===== src/rtl/serial_subtractor_pipe_if.sv =====
// rtl/serial_subtractor_pipe_if.sv - operand/result handshake bundle for the digit-serial subtractor
// Optional macro: ABS_DIFF_EN adds the abs_diff result field.
interface serial_subtractor_pipe_if #(
  parameter int WIDTH = 16
);
  logic             in_valid;
  logic             in_ready;
  logic [WIDTH-1:0] a;
  logic [WIDTH-1:0] b;
  logic             bin;
  logic             out_valid;
  logic             out_ready;
  logic [WIDTH-1:0] diff;
  logic             bout;
  logic             zero;
  logic             neg;
  logic             ovf;
`ifdef ABS_DIFF_EN
  logic [WIDTH-1:0] abs_diff;

  modport master (
    output in_valid, a, b, bin, out_ready,
    input  in_ready, out_valid, diff, bout, zero, neg, ovf, abs_diff
  );

  modport slave (
    input  in_valid, a, b, bin, out_ready,
    output in_ready, out_valid, diff, bout, zero, neg, ovf, abs_diff
  );
`else
  modport master (
    output in_valid, a, b, bin, out_ready,
    input  in_ready, out_valid, diff, bout, zero, neg, ovf
  );

  modport slave (
    input  in_valid, a, b, bin, out_ready,
    output in_ready, out_valid, diff, bout, zero, neg, ovf
  );
`endif
endinterface


===== src/rtl/serial_subtractor_pipe.sv =====
// rtl/serial_subtractor_pipe.sv - digit-serial a - b - bin subtractor with zero/neg/ovf flags
// Optional macro: ABS_DIFF_EN adds an ABS state and the abs_diff magnitude output.
module serial_subtractor_pipe #(
  parameter int WIDTH = 16,
  parameter int DIGIT = 4
) (
  input  logic                    clk,
  input  logic                    rst_n,
  serial_subtractor_pipe_if.slave bus
);

  if ((DIGIT < 1) || (DIGIT > WIDTH) || ((WIDTH % DIGIT) != 0)) begin : g_bad_params
    $error("serial_subtractor_pipe: WIDTH must be a multiple of DIGIT and 1 <= DIGIT <= WIDTH");
  end

  localparam int NDIG = WIDTH / DIGIT;
  localparam int CW   = (NDIG > 1) ? $clog2(NDIG) : 1;
  localparam logic [CW-1:0] LAST_DIG = CW'(NDIG - 1);

`ifdef ABS_DIFF_EN
  typedef enum logic [1:0] {S_IDLE, S_RUN, S_ABS, S_DONE} state_t;
`else
  typedef enum logic [1:0] {S_IDLE, S_RUN, S_DONE} state_t;
`endif

  state_t           state_q, state_d;
  logic [CW-1:0]    cnt_q, cnt_d;
  logic [WIDTH-1:0] a_q, a_d;
  logic [WIDTH-1:0] b_q, b_d;
  logic             borrow_q, borrow_d;
  // work_q accumulates digits; the visible diff_q is only loaded on entry to DONE
  logic [WIDTH-1:0] work_q, work_d;
  logic [WIDTH-1:0] diff_q, diff_d;
  logic             bout_q, bout_d;
  logic             zero_q, zero_d;
  logic             neg_q, neg_d;
  logic             ovf_q, ovf_d;
`ifdef ABS_DIFF_EN
  logic [WIDTH-1:0] abs_q, abs_d;
`endif

  int               digit_lsb;
  logic [DIGIT-1:0] a_dig;
  logic [DIGIT-1:0] b_dig;
  logic [DIGIT:0]   sub_dig;
  logic             load_out;
  logic [WIDTH-1:0] fin_diff;
  logic             fin_borrow;

  assign digit_lsb = int'(cnt_q) * DIGIT;

  // One digit of the subtraction; the top bit of the DIGIT+1 result is the borrow out
  always_comb begin
    a_dig   = a_q[digit_lsb +: DIGIT];
    b_dig   = b_q[digit_lsb +: DIGIT];
    sub_dig = {1'b0, a_dig} - {1'b0, b_dig} - {{DIGIT{1'b0}}, borrow_q};
  end

  // Next-state and datapath updates; result registers load only when the final value is ready
  always_comb begin
    state_d    = state_q;
    cnt_d      = cnt_q;
    a_d        = a_q;
    b_d        = b_q;
    borrow_d   = borrow_q;
    work_d     = work_q;
    diff_d     = diff_q;
    bout_d     = bout_q;
    zero_d     = zero_q;
    neg_d      = neg_q;
    ovf_d      = ovf_q;
`ifdef ABS_DIFF_EN
    abs_d      = abs_q;
`endif
    load_out   = 1'b0;
    fin_diff   = work_q;
    fin_borrow = borrow_q;

    case (state_q)
      S_IDLE: begin
        if (bus.in_valid) begin
          a_d      = bus.a;
          b_d      = bus.b;
          borrow_d = bus.bin;
          work_d   = '0;
          cnt_d    = '0;
          state_d  = S_RUN;
        end
      end
      S_RUN: begin
        work_d[digit_lsb +: DIGIT] = sub_dig[DIGIT-1:0];
        borrow_d                   = sub_dig[DIGIT];
        cnt_d                      = cnt_q + CW'(1);
        if (cnt_q == LAST_DIG) begin
          cnt_d = '0;
`ifdef ABS_DIFF_EN
          state_d = S_ABS;
`else
          fin_diff   = work_d;
          fin_borrow = sub_dig[DIGIT];
          load_out   = 1'b1;
          state_d    = S_DONE;
`endif
        end
      end
`ifdef ABS_DIFF_EN
      S_ABS: begin
        load_out = 1'b1;
        state_d  = S_DONE;
      end
`endif
      S_DONE: begin
        if (bus.out_ready) begin
          state_d = S_IDLE;
        end
      end
      default: begin
        state_d = S_IDLE;
      end
    endcase

    if (load_out) begin
      diff_d = fin_diff;
      bout_d = fin_borrow;
      zero_d = (fin_diff == '0);
      neg_d  = fin_diff[WIDTH-1];
      ovf_d  = (a_q[WIDTH-1] ^ b_q[WIDTH-1]) & (fin_diff[WIDTH-1] ^ a_q[WIDTH-1]);
`ifdef ABS_DIFF_EN
      abs_d  = fin_borrow ? (~fin_diff + WIDTH'(1)) : fin_diff;
`endif
    end
  end

  // State and datapath registers with synchronous active-low reset
  always_ff @(posedge clk) begin
    if (!rst_n) begin
      state_q  <= S_IDLE;
      cnt_q    <= '0;
      a_q      <= '0;
      b_q      <= '0;
      borrow_q <= 1'b0;
      work_q   <= '0;
      diff_q   <= '0;
      bout_q   <= 1'b0;
      zero_q   <= 1'b0;
      neg_q    <= 1'b0;
      ovf_q    <= 1'b0;
`ifdef ABS_DIFF_EN
      abs_q    <= '0;
`endif
    end else begin
      state_q  <= state_d;
      cnt_q    <= cnt_d;
      a_q      <= a_d;
      b_q      <= b_d;
      borrow_q <= borrow_d;
      work_q   <= work_d;
      diff_q   <= diff_d;
      bout_q   <= bout_d;
      zero_q   <= zero_d;
      neg_q    <= neg_d;
      ovf_q    <= ovf_d;
`ifdef ABS_DIFF_EN
      abs_q    <= abs_d;
`endif
    end
  end

  assign bus.in_ready  = (state_q == S_IDLE);
  assign bus.out_valid = (state_q == S_DONE);
  assign bus.diff      = diff_q;
  assign bus.bout      = bout_q;
  assign bus.zero      = zero_q;
  assign bus.neg       = neg_q;
  assign bus.ovf       = ovf_q;
`ifdef ABS_DIFF_EN
  assign bus.abs_diff  = abs_q;
`endif

endmodule


===== src/flat_wrapper.sv =====
// flat-port wrapper written by rule: the top's interface ports become plain ports
module serial_subtractor_pipe_flat 
#(
  parameter int WIDTH = 16,
  parameter int DIGIT = 4
)
  (clk, rst_n, bus_in_valid, bus_a, bus_b, bus_bin, bus_out_ready, bus_in_ready, bus_out_valid, bus_diff, bus_bout, bus_zero, bus_neg, bus_ovf);
  serial_subtractor_pipe_if #(.WIDTH(WIDTH)) bus_i ();
  input  logic clk;
  input  logic rst_n;
  input wire logic [$bits(bus_i.in_valid)-1:0] bus_in_valid;
  input wire logic [$bits(bus_i.a)-1:0] bus_a;
  input wire logic [$bits(bus_i.b)-1:0] bus_b;
  input wire logic [$bits(bus_i.bin)-1:0] bus_bin;
  input wire logic [$bits(bus_i.out_ready)-1:0] bus_out_ready;
  output wire logic [$bits(bus_i.in_ready)-1:0] bus_in_ready;
  output wire logic [$bits(bus_i.out_valid)-1:0] bus_out_valid;
  output wire logic [$bits(bus_i.diff)-1:0] bus_diff;
  output wire logic [$bits(bus_i.bout)-1:0] bus_bout;
  output wire logic [$bits(bus_i.zero)-1:0] bus_zero;
  output wire logic [$bits(bus_i.neg)-1:0] bus_neg;
  output wire logic [$bits(bus_i.ovf)-1:0] bus_ovf;
  assign bus_i.in_valid = bus_in_valid;
  assign bus_i.a = bus_a;
  assign bus_i.b = bus_b;
  assign bus_i.bin = bus_bin;
  assign bus_i.out_ready = bus_out_ready;
  assign bus_in_ready = bus_i.in_ready;
  assign bus_out_valid = bus_i.out_valid;
  assign bus_diff = bus_i.diff;
  assign bus_bout = bus_i.bout;
  assign bus_zero = bus_i.zero;
  assign bus_neg = bus_i.neg;
  assign bus_ovf = bus_i.ovf;
  serial_subtractor_pipe #(.WIDTH(WIDTH), .DIGIT(DIGIT)) u_core (.clk(clk), .rst_n(rst_n), .bus(bus_i));
endmodule

===== config.mk =====
export PLATFORM = sky130hd
export DESIGN_NAME = serial_subtractor_pipe_flat
export DESIGN_NICKNAME = d
export VERILOG_FILES = /design/src/rtl/serial_subtractor_pipe_if.sv /design/src/rtl/serial_subtractor_pipe.sv /design/src/flat_wrapper.sv
export SDC_FILE = /design/constraint.sdc
export NUM_CORES = 1
export LEC_CHECK = 0
export ABC_CLOCK_PERIOD_IN_PS = 5900
export BUFFER_PORTS_ARGS = -buffer_cell sky130_fd_sc_hd__buf_2
export CORE_ASPECT_RATIO = 0.9
export CORE_MARGIN = 3
export CORE_UTILIZATION = 35
export CTS_CLUSTER_DIAMETER = 200
export DETAILED_ROUTE_END_ITERATION = 8
export PLACE_DENSITY = 0.55
export SKIP_CTS_REPAIR_TIMING = 1
export SLEW_MARGIN = 20
export SYNTH_ARGS = -nofsm -noshare
export SYNTH_HDL_FRONTEND = slang
export SYNTH_SLANG_ARGS = --single-unit
export TNS_END_PERCENT = 100

===== constraint.sdc =====
create_clock -name clk -period 5.9 [get_ports clk]
set_input_delay 1.77 -clock clk [delete_from_list [all_inputs] [get_ports clk]]
set_output_delay 1.77 -clock clk [all_outputs]
set_load 0.02 [all_outputs]

==> flow_summary.json, run 1 <==
{
  "cap_violations": 0,
  "place_hpwl_um": 5680,
  "drc": 0,
  "clkTransAtPathRegs_ps": 70,
  "finish.utilization": 0.424,
  "synth-async-reset-ratio": 0,
  "ios": 59,
  "wirelength_um": 8230,
  "cts_tree": "done",
  "clock_skew_ps": 7.36,
  "area_growth_pct": 17.1,
  "yosysMostFrequentCell": "nand2_1",
  "grt_max_degree": 67,
  "yosysUniqueCellTypes": 41,
  "synth_top_area_cell": "dfxtp_1",
  "cts_root_buf": "clkbuf_8",
  "cp.arrival_ps": 3750,
  "cts.sinks": 72,
  "synthTopCellsByCount": "77 x nand2_1, 72 x dfxtp_1, 45 x a21oi_1",
  "n_antenna_cell": 0,
  "instances_no_fill": 570,
  "finalSetupViolations": 0,
  "cellLeakagePower_nw": 1.53,
  "drive_gt1_frac": 0.190,
  "cts_buffer_depth": 2,
  "crit_type": "reg2reg",
  "placed_cells": 555,
  "endpoint_kind": "register",
  "dr.pass1.iters": 4,
  "num_rows": 33,
  "grtUsageMet2": 0.234,
  "peakVddDrop_uv": 124,
  "grt_util_all_layers": 0.163,
  "port-buffer-count": 58,
  "ys.flop_type": "dfxtp_1",
  "hold_path_class": "reg2reg",
  "grtUsageMet3": 0.0364,
  "period_share": 0.591,
  "dr.first_iter.drc_count": 166,
  "worst_slew_pin_slew_ps": 972,
  "vias": 2918,
  "syn_inst": 402,
  "start_kind": "register",
  "power_density_nw_per_um2": 286,
  "initial_core_util": 0.362,
  "grt_pass1_vias": 2727,
  "syn-cell-area_um2": 3320,
  "grt-busiest-layer": "met1",
  "ant_nets": 0,
  "ys_ff_latch": 72,
  "drv_slew": 0,
  "htreeDepth": 3,
  "yosysSeqAreaShare": 0.435,
  "grt.overflow.total": 0,
  "detail_route.wl_per_cell_um": 14.4,
  "antenna_found_initial": 0,
  "die_x_um": 109,
  "numCtsBuffers": 9,
  "insertion_delay_ps": 340,
  "fin_nets": 493,
  "synth_edf_count": 0,
  "worst_ep_required_time_ps": 6170,
  "critical_path.max_fanout": 17,
  "synthTopCellsByArea": "dfxtp_1 43%, nand2_1 8.7%, a21oi_1 6.8%",
  "core_area_um2": 9170,
  "yosysWarningCount": 0,
  "synth.top_cell.area_share": 0.435,
  "hold_viol": 0,
  "die_h_um": 98.3,
  "grt_pass1_wl_um": 13800,
  "tns_ps": 0,
  "finalCriticalPeriod_ps": 3490,
  "rsz0062_at_grt": "false",
  "max_freq_mhz": 287,
  "avgSynthCellArea_um2": 8.25,
  "status": "complete, no violations",
  "syn_nets": 451,
  "place_congestion": 0.821,
  "vias_per_cell": 5.12,
  "relSlewSlack": 0.352,
  "dieArea_um2": 10700,
  "grt_use_met1": 0.238
}
[critical path: stages, from the launching register on]
cell	delay, ps
dfxtp_1	870
mux4_2	620
fa_1	430
ha_1	190
nand2b_1	140
a21oi_2	120
xnor2_1	200
a31o_1	320
or3b_1	350
a31oi_1	160
[per-stage QoR]
step / power [W] / worst slack [ps] / instance area [µm²] / hold slack (ps)
2_1_floorplan: 0.000636 / 2660 / 3320 / 433
3_5_place_dp: 0.000686 / 2420 / 3660 / 448
6_report: 0.00111 / 2410 / 3880 / 457
5_1_grt: 0.00116 / 2130 / 3880 / 471
4_1_cts: 0.00112 / 2420 / 3880 / 458
3_3_place_gp: 0.000682 / 2500 / 3660 / 441
[where the power goes]
part	leakage, nW	internal [W]	switching (W)
Combinational	0.835	0.0000596	0.0000994
Clock	0.112	0.000259	0.000178
Sequential	0.586	0.000503	0.0000136
Total	1.53	0.000821	0.000291
[cell families after synthesis]
group,after synthesis,synth area share
AOI/OAI and AO/OA,99,0.179
xor gates and xnor gates,3,0.00793
buffers and inverters,42,0.0491
muxes,9,0.0574
adders and majority gates,12,0.0498
DFF,72,0.435
and+or+nand+nor,165,0.222
[per-layer routing]
| metal | vias to the layer above | wire length (µm) | part of all wire |
|---|---|---|---|
| met5 | - | 0 | 0 |
| met4 | 0 | 129 | 0.016 |
| met3 | 11 | 420 | 0.051 |
| met2 | 61 | 3620 | 0.44 |
| met1 | 1381 | 4060 | 0.49 |
| li1 | 1465 | - | - |
[final timing paths]
check | startpoint | slack, ps | depth (start not counted) | end
worst min register to register | u_core.a_q[3] | 460 | 2 | u_core.a_q[3]
worst max register to register | u_core.cnt_q[0] | 2410 | 9 | u_core.bus.ovf
worst max-delay path | u_core.cnt_q[0] | 2410 | 9 | u_core.bus.ovf
worst min-delay path | u_core.a_q[3] | 460 | 2 | u_core.a_q[3]
[final cells by class]
type | count | area [µm²]
inverters | 13 | 50.0
well taps | 122 | 153
repair buffers | 60 | 305
multi-input cells | 288 | 1710
flip-flops and latches | 72 | 1440
fillers | 946 | 5280
clock buffers | 12 | 155
clock inverters | 3 | 65.1
[state kept, by name, indices dropped and copies added, names as in the netlist]
signal           count
u_core.a_q          16
u_core.b_q          16
u_core.borrow_q      1
u_core.bus.bout      1
u_core.bus.diff     16
u_core.bus.ovf       1
u_core.bus.zero      1
u_core.cnt_q         2
u_core.state_q       2
u_core.work_q       16
[cell usage in the layout, fill, tap and decap left out, types with 2 or more instances in the layout]
cell	Yosys	layout
nand3_1	8	8
bufinv_16	0	2
a21oi_1	45	45
a31oi_1	19	19
mux4_2	8	8
a311oi_1	2	2
dfxtp_1	72	72
and2_1	5	4
ha_1	10	10
xnor2_1	2	2
a211oi_1	11	11
inv_1	13	12
buf_4	1	2
nor2b_1	13	13
buf_2	1	58
a2bb2oi_1	2	2
nor2_1	40	40
nand2_1	77	77
nand3b_1	2	2
nand2b_1	7	7
clkinv_2	0	2
and3b_1	2	2
a22oi_1	2	2
a32oi_1	2	2
nor3b_1	2	2
fa_1	2	2
nor3_1	5	5
o21ai_0	9	9
clkbuf_8	0	11
No activity file was read; power rests on OpenSTA's default activity.
==> run 2: changes to the inputs <==
--- a/config.mk
+++ b/config.mk
@@ -5,7 +5,7 @@
 export SDC_FILE = /design/constraint.sdc
 export NUM_CORES = 1
 export LEC_CHECK = 0
-export ABC_CLOCK_PERIOD_IN_PS = 5900
+export ABC_CLOCK_PERIOD_IN_PS = 3400
 export BUFFER_PORTS_ARGS = -buffer_cell sky130_fd_sc_hd__buf_2
 export CORE_ASPECT_RATIO = 0.9
 export CORE_MARGIN = 3
==> constraint.sdc (replaced) <==
create_clock -name clk -period 3.4 [get_ports clk]
set_input_delay 1.02 -clock clk [delete_from_list [all_inputs] [get_ports clk]]
set_output_delay 1.02 -clock clk [all_outputs]
set_load 0.02 [all_outputs]
==> run 2 against run 1 <==
Against the previous run:
- sequential cell count is the same
- fmax grew 14%
- sequential share of layout area is essentially flat
- clock-buffer cell count shrank 3
- clock power grew 36%
- global-route usage shrank 0.18 points
- sequential power grew 73%
- power grew 59%
- clock skew grew 3.5 ps
- wire length is essentially flat
- first-iteration DRC count shrank 6.6%
- die area is the same
- largest cell class unchanged
- highest routed layer unchanged
==> flow_summary.json, run 2 (same netlist as run 1, synthesis figures left out) <==
{
  "status": "complete, no violations",
  "n_antenna_cell": 0,
  "place_hpwl_um": 5850,
  "cp.arrival_ps": 3370,
  "hold_viol": 0,
  "hold_ws_ps": 456,
  "seq_power_share": 0.504,
  "grt.overflow.total": 0,
  "wirelength_um": 8230,
  "grt_pass1_vias": 2714,
  "detail_route.wl_per_cell_um": 14.3,
  "clock_skew_ps": 10.9,
  "hold_depth": 2,
  "cts_buffer_depth": 2,
  "drv_slew": 0,
  "finalSetupViolations": 0,
  "initial_core_util": 0.362,
  "cts_tree": "done",
  "peakVddDrop_uv": 221,
  "die_x_um": 109,
  "worst_ep_required_time_ps": 3700,
  "netSwitchingFraction": 0.299,
  "critical_path.max_fanout": 6,
  "hold_path_class": "reg2reg",
  "drive_gt1_frac": 0.202,
  "vias_per_cell": 5.07,
  "tns_ps": 0,
  "grt_max_degree": 39,
  "area_growth_pct": 16.9,
  "port-buffer-count": 58,
  "fin_nets": 499,
  "dr.first_iter.drc_count": 155,
  "die_h_um": 98.3,
  "reg2reg_slack_ps": 330,
  "crit_type": "reg2reg",
  "period_share": 0.903,
  "p_int_w": 0.00124,
  "relSlewSlack": 0.333,
  "placed_cells": 561,
  "comb_power_share": 0.161,
  "endpoint_kind": "register",
  "cap_violations": 0,
  "r2r_cells": 7,
  "layout_common_cells": "77 x nand2_1, 72 x dfxtp_1, 58 x buf_2",
  "power_density_nw_per_um2": 457,
  "ios": 59,
  "num_rows": 33,
  "rsz0062_at_grt": "false",
  "grt_pass1_wl_um": 13500,
  "cellLeakagePower_nw": 1.53,
  "instances_no_fill": 577,
  "ant_nets": 0,
  "p_clk_frac": 0.335,
  "layout_commonest_cell": "nand2_1",
  "finalCriticalPeriod_ps": 3070,
  "cts.sinks": 72,
  "place_congestion": 0.806,
  "grt_util_all_layers": 0.161,
  "start_kind": "register",
  "max_freq_mhz": 326,
  "antenna_found_initial": 0,
  "cts_root_buf": "clkbuf_8",
  "htreeDepth": 3,
  "core_area_um2": 9170,
  "numCtsBuffers": 9,
  "drc": 0,
  "dieArea_um2": 10700,
  "insertion_delay_ps": 350,
  "vias": 2926,
  "dr.pass1.iters": 4,
  "worst_slew_pin_slew_ps": 1000,
  "p_switching_w": 0.000529,
  "clkTransAtPathRegs_ps": 80
}
==> run 2: changes by cell type in the layout (fill, tap and decap cells not counted) <==
cell	before	now
buf_4	2	8
clkinvlp_4	0	4
bufinv_16	2	0
clkbuf_8	11	9
and2_1	4	5
and2_2	1	0
clkbuf_1	1	0
clkinv_4	0	1
inv_2	0	1
==> run 2: per-layer routing <==
layer | vias to the layer above | GRT usage | share of wire
met1 | 1362 | 0.235 | 0.49
met3 | 11 | 0.0403 | 0.059
met2 | 75 | 0.228 | 0.44
li1 | 1478 | - | -
met4 | 0 | 0.0612 | 0.015
met5 | - | 0 | 0
==> run 2: layout make-up <==
class,count,area [µm²]
flip-flops and latches,72,1440
multi-input cells,288,1710
well taps,122,153
inverters,13,48.8
fillers,1000,5290
clock buffers,9,124
repair buffers,66,350
clock inverters,7,48.8
==> run 2: stage by stage <==
| stage | cell area (µm²) | util | total power, W | worst slack [ps] |
|---|---|---|---|---|
| after floorplan | 3320 | - | 0.00110 | 157 |
| after global routing | 3880 | 0.423 | 0.00187 | 179 |
| after detailed placement | 3700 | 0.404 | 0.00120 | 323 |
| after global placement | 3700 | 0.404 | 0.00119 | 426 |
| after CTS | 3880 | 0.423 | 0.00179 | 315 |
| final | 3880 | 0.423 | 0.00177 | 329 |
==> run 2: final timing paths <==
kind	from	to
setup / recovery	u_core.cnt_q[0]	u_core.bus.zero
hold / removal	u_core.a_q[5]	u_core.a_q[5]
setup reg to reg	u_core.cnt_q[0]	u_core.bus.zero
hold reg to reg	u_core.a_q[5]	u_core.a_q[5]
==> run 2: worst max-delay path: stages (launching register included) <==
cell	delay [ps]
dfxtp_1	520
mux4_2	570
fa_1	430
fa_1	610
a31oi_1	340
nand4_1	150
nor4_1	260
a21o_1	140
==> run 2: power by group through the flow <==
stage / clock network, W / registers, W / logic (W)
4_1_cts: 0.000613 / 0.000892 / 0.000285
3_3_place_gp: 0 / 0.000912 / 0.000281
3_5_place_dp: 0 / 0.000912 / 0.000283
5_1_grt: 0.000651 / 0.000896 / 0.000321
6_report: 0.000594 / 0.000892 / 0.000286
2_1_floorplan: 0 / 0.000905 / 0.000199
==> run 3: changes to the inputs <==
--- a/config.mk
+++ b/config.mk
@@ -5,7 +5,7 @@
 export SDC_FILE = /design/constraint.sdc
 export NUM_CORES = 1
 export LEC_CHECK = 0
-export ABC_CLOCK_PERIOD_IN_PS = 3400
+export ABC_CLOCK_PERIOD_IN_PS = 3750
 export BUFFER_PORTS_ARGS = -buffer_cell sky130_fd_sc_hd__buf_2
 export CORE_ASPECT_RATIO = 0.9
 export CORE_MARGIN = 3
==> constraint.sdc (replaced) <==
create_clock -name clk -period 3.75 [get_ports clk]
set_input_delay 1.125 -clock clk [delete_from_list [all_inputs] [get_ports clk]]
set_output_delay 1.125 -clock clk [all_outputs]
set_load 0.02 [all_outputs]
==> run 3 against run 2 <==
Against the previous run:
- clock-buffer cell count is 2 higher
- critical path depth rose by 2
- highest routed layer unchanged
- wire length rose by 1.2%
- clock skew up 2.7 ps
- critical endpoint is now u_core.bus.ovf
- sequential power down 9.3%
- largest cell class unchanged
- sequential share of layout area decreased by 0.61 points
- via count is 2.1% lower
==> flow_summary.json, run 3 (same netlist as run 1, synthesis figures left out) <==
{
  "drv_slew": 0,
  "cts_buffer_depth": 2,
  "ant_nets": 0,
  "tns_ps": 0,
  "hold_viol": 0,
  "wirelength_um": 8330,
  "drive_gt1_frac": 0.198,
  "ios": 59,
  "peakVddDrop_uv": 209,
  "port-buffer-count": 58,
  "num_rows": 33,
  "layout_commonest_cell": "nand2_1",
  "endpoint_kind": "register",
  "cts.sinks": 72,
  "p_int_w": 0.00135,
  "crit_type": "reg2reg",
  "grt.overflow.total": 0,
  "core_area_um2": 9170,
  "numCtsBuffers": 9,
  "drc": 0,
  "p_switching_w": 0.000472,
  "grt_max_degree": 64,
  "clock_skew_ps": 13.6,
  "cap_violations": 0,
  "dieArea_um2": 10700,
  "relSlewSlack": 0.509,
  "cts_tree": "done",
  "die_x_um": 109,
  "finalCriticalPeriod_ps": 3060,
  "max_freq_mhz": 327,
  "dr.pass1.iters": 4,
  "grt_util_all_layers": 0.164,
  "layout_common_cells": "77 x nand2_1, 72 x dfxtp_1, 58 x buf_2",
  "area_growth_pct": 18.9,
  "insertion_delay_ps": 350,
  "vias_per_cell": 4.98,
  "n_antenna_cell": 0,
  "vias": 2866,
  "grt_pass1_wl_um": 13800,
  "rsz0062_at_grt": "false",
  "worst_ep_required_time_ps": 4030,
  "cts_root_buf": "clkbuf_8",
  "grt_pass1_vias": 2704,
  "dr.first_iter.drc_count": 189,
  "antenna_found_initial": 0,
  "start_kind": "register",
  "clkTransAtPathRegs_ps": 80,
  "seq_power_share": 0.444,
  "detail_route.wl_per_cell_um": 14.5,
  "finalSetupViolations": 0,
  "cp.arrival_ps": 3340,
  "hold_path_class": "reg2reg",
  "place_congestion": 0.841,
  "period_share": 0.816,
  "netSwitchingFraction": 0.259,
  "worst_slew_pin_slew_ps": 735,
  "htreeDepth": 3,
  "place_hpwl_um": 5840,
  "p_clk_frac": 0.414,
  "critical_path.max_fanout": 13,
  "die_h_um": 98.3,
  "hold_ws_ps": 458,
  "cellLeakagePower_nw": 1.57,
  "fin_nets": 498,
  "power_density_nw_per_um2": 462,
  "status": "complete, no violations",
  "comb_power_share": 0.142,
  "initial_core_util": 0.362
}
run 3: cell types whose count changed in the layout (fill, tap and decap cells not counted), sizes merged:
cell      previous run  this run
clkinvlp             4         0
bufinv               0         3
clkbuf               9        11
buf                 66        65
clkinv               3         2
run 3: critical path: stages, from the launching register on:
cell and delay [ps]:
dfxtp_1 690, mux4_2 410, fa_1 430, ha_1 200, nand2b_1 150, a21oi_2 110, xnor2_1 180, a31o_1 310
or3b_1 350, a31oi_1 160
run 3: final timing paths:
path	cells after the start	end	startpoint	slack (ps)
setup reg to reg	9	u_core.bus.ovf	u_core.cnt_q[1]	690
setup / recovery	9	u_core.bus.ovf	u_core.cnt_q[1]	690
hold reg to reg	2	u_core.a_q[13]	u_core.a_q[13]	460
hold / removal	2	u_core.a_q[13]	u_core.a_q[13]	460
run 3: cell type report:
type	count	area [µm²]
multi-input cells	288	1710
well taps	122	153
fillers	962	5220
clock buffers	11	141
repair buffers	65	343
flip-flops and latches	72	1440
clock inverters	5	104
inverters	13	48.8
run 3: per-stage QoR:
step / area, µm² / cells / worst slack [ps] / util / total power (W)
after floorplan: 3320 / 402 / 507 / - / 0.00100
after global placement: 3700 / 560 / 779 / 0.403 / 0.00108
after detailed placement: 3700 / 560 / 706 / 0.403 / 0.00108
after CTS: 3940 / 576 / 690 / 0.430 / 0.00184
after global routing: 3940 / 576 / 508 / 0.430 / 0.00190
final: 3940 / 576 / 691 / 0.430 / 0.00182
run 3: routing by layer:
layer | track usage | up-vias | routed length, µm
li1 | - | 1479 | -
met1 | 0.246 | 1319 | 4280
met2 | 0.230 | 59 | 3520
met3 | 0.0370 | 9 | 422
met4 | 0.0524 | 0 | 101
met5 | 0 | - | 0
run 3: power groups by stage:
| stage | Clock, W | Combinational [W] | Sequential, W |
|---|---|---|---|
| finish | 0.000754 | 0.000258 | 0.000809 |
| global route | 0.000804 | 0.000288 | 0.000813 |
| detailed placement | 0 | 0.000257 | 0.000827 |
| floorplan | 0 | 0.000181 | 0.000820 |
| CTS | 0.000768 | 0.000258 | 0.000809 |
| global placement | 0 | 0.000254 | 0.000827 |
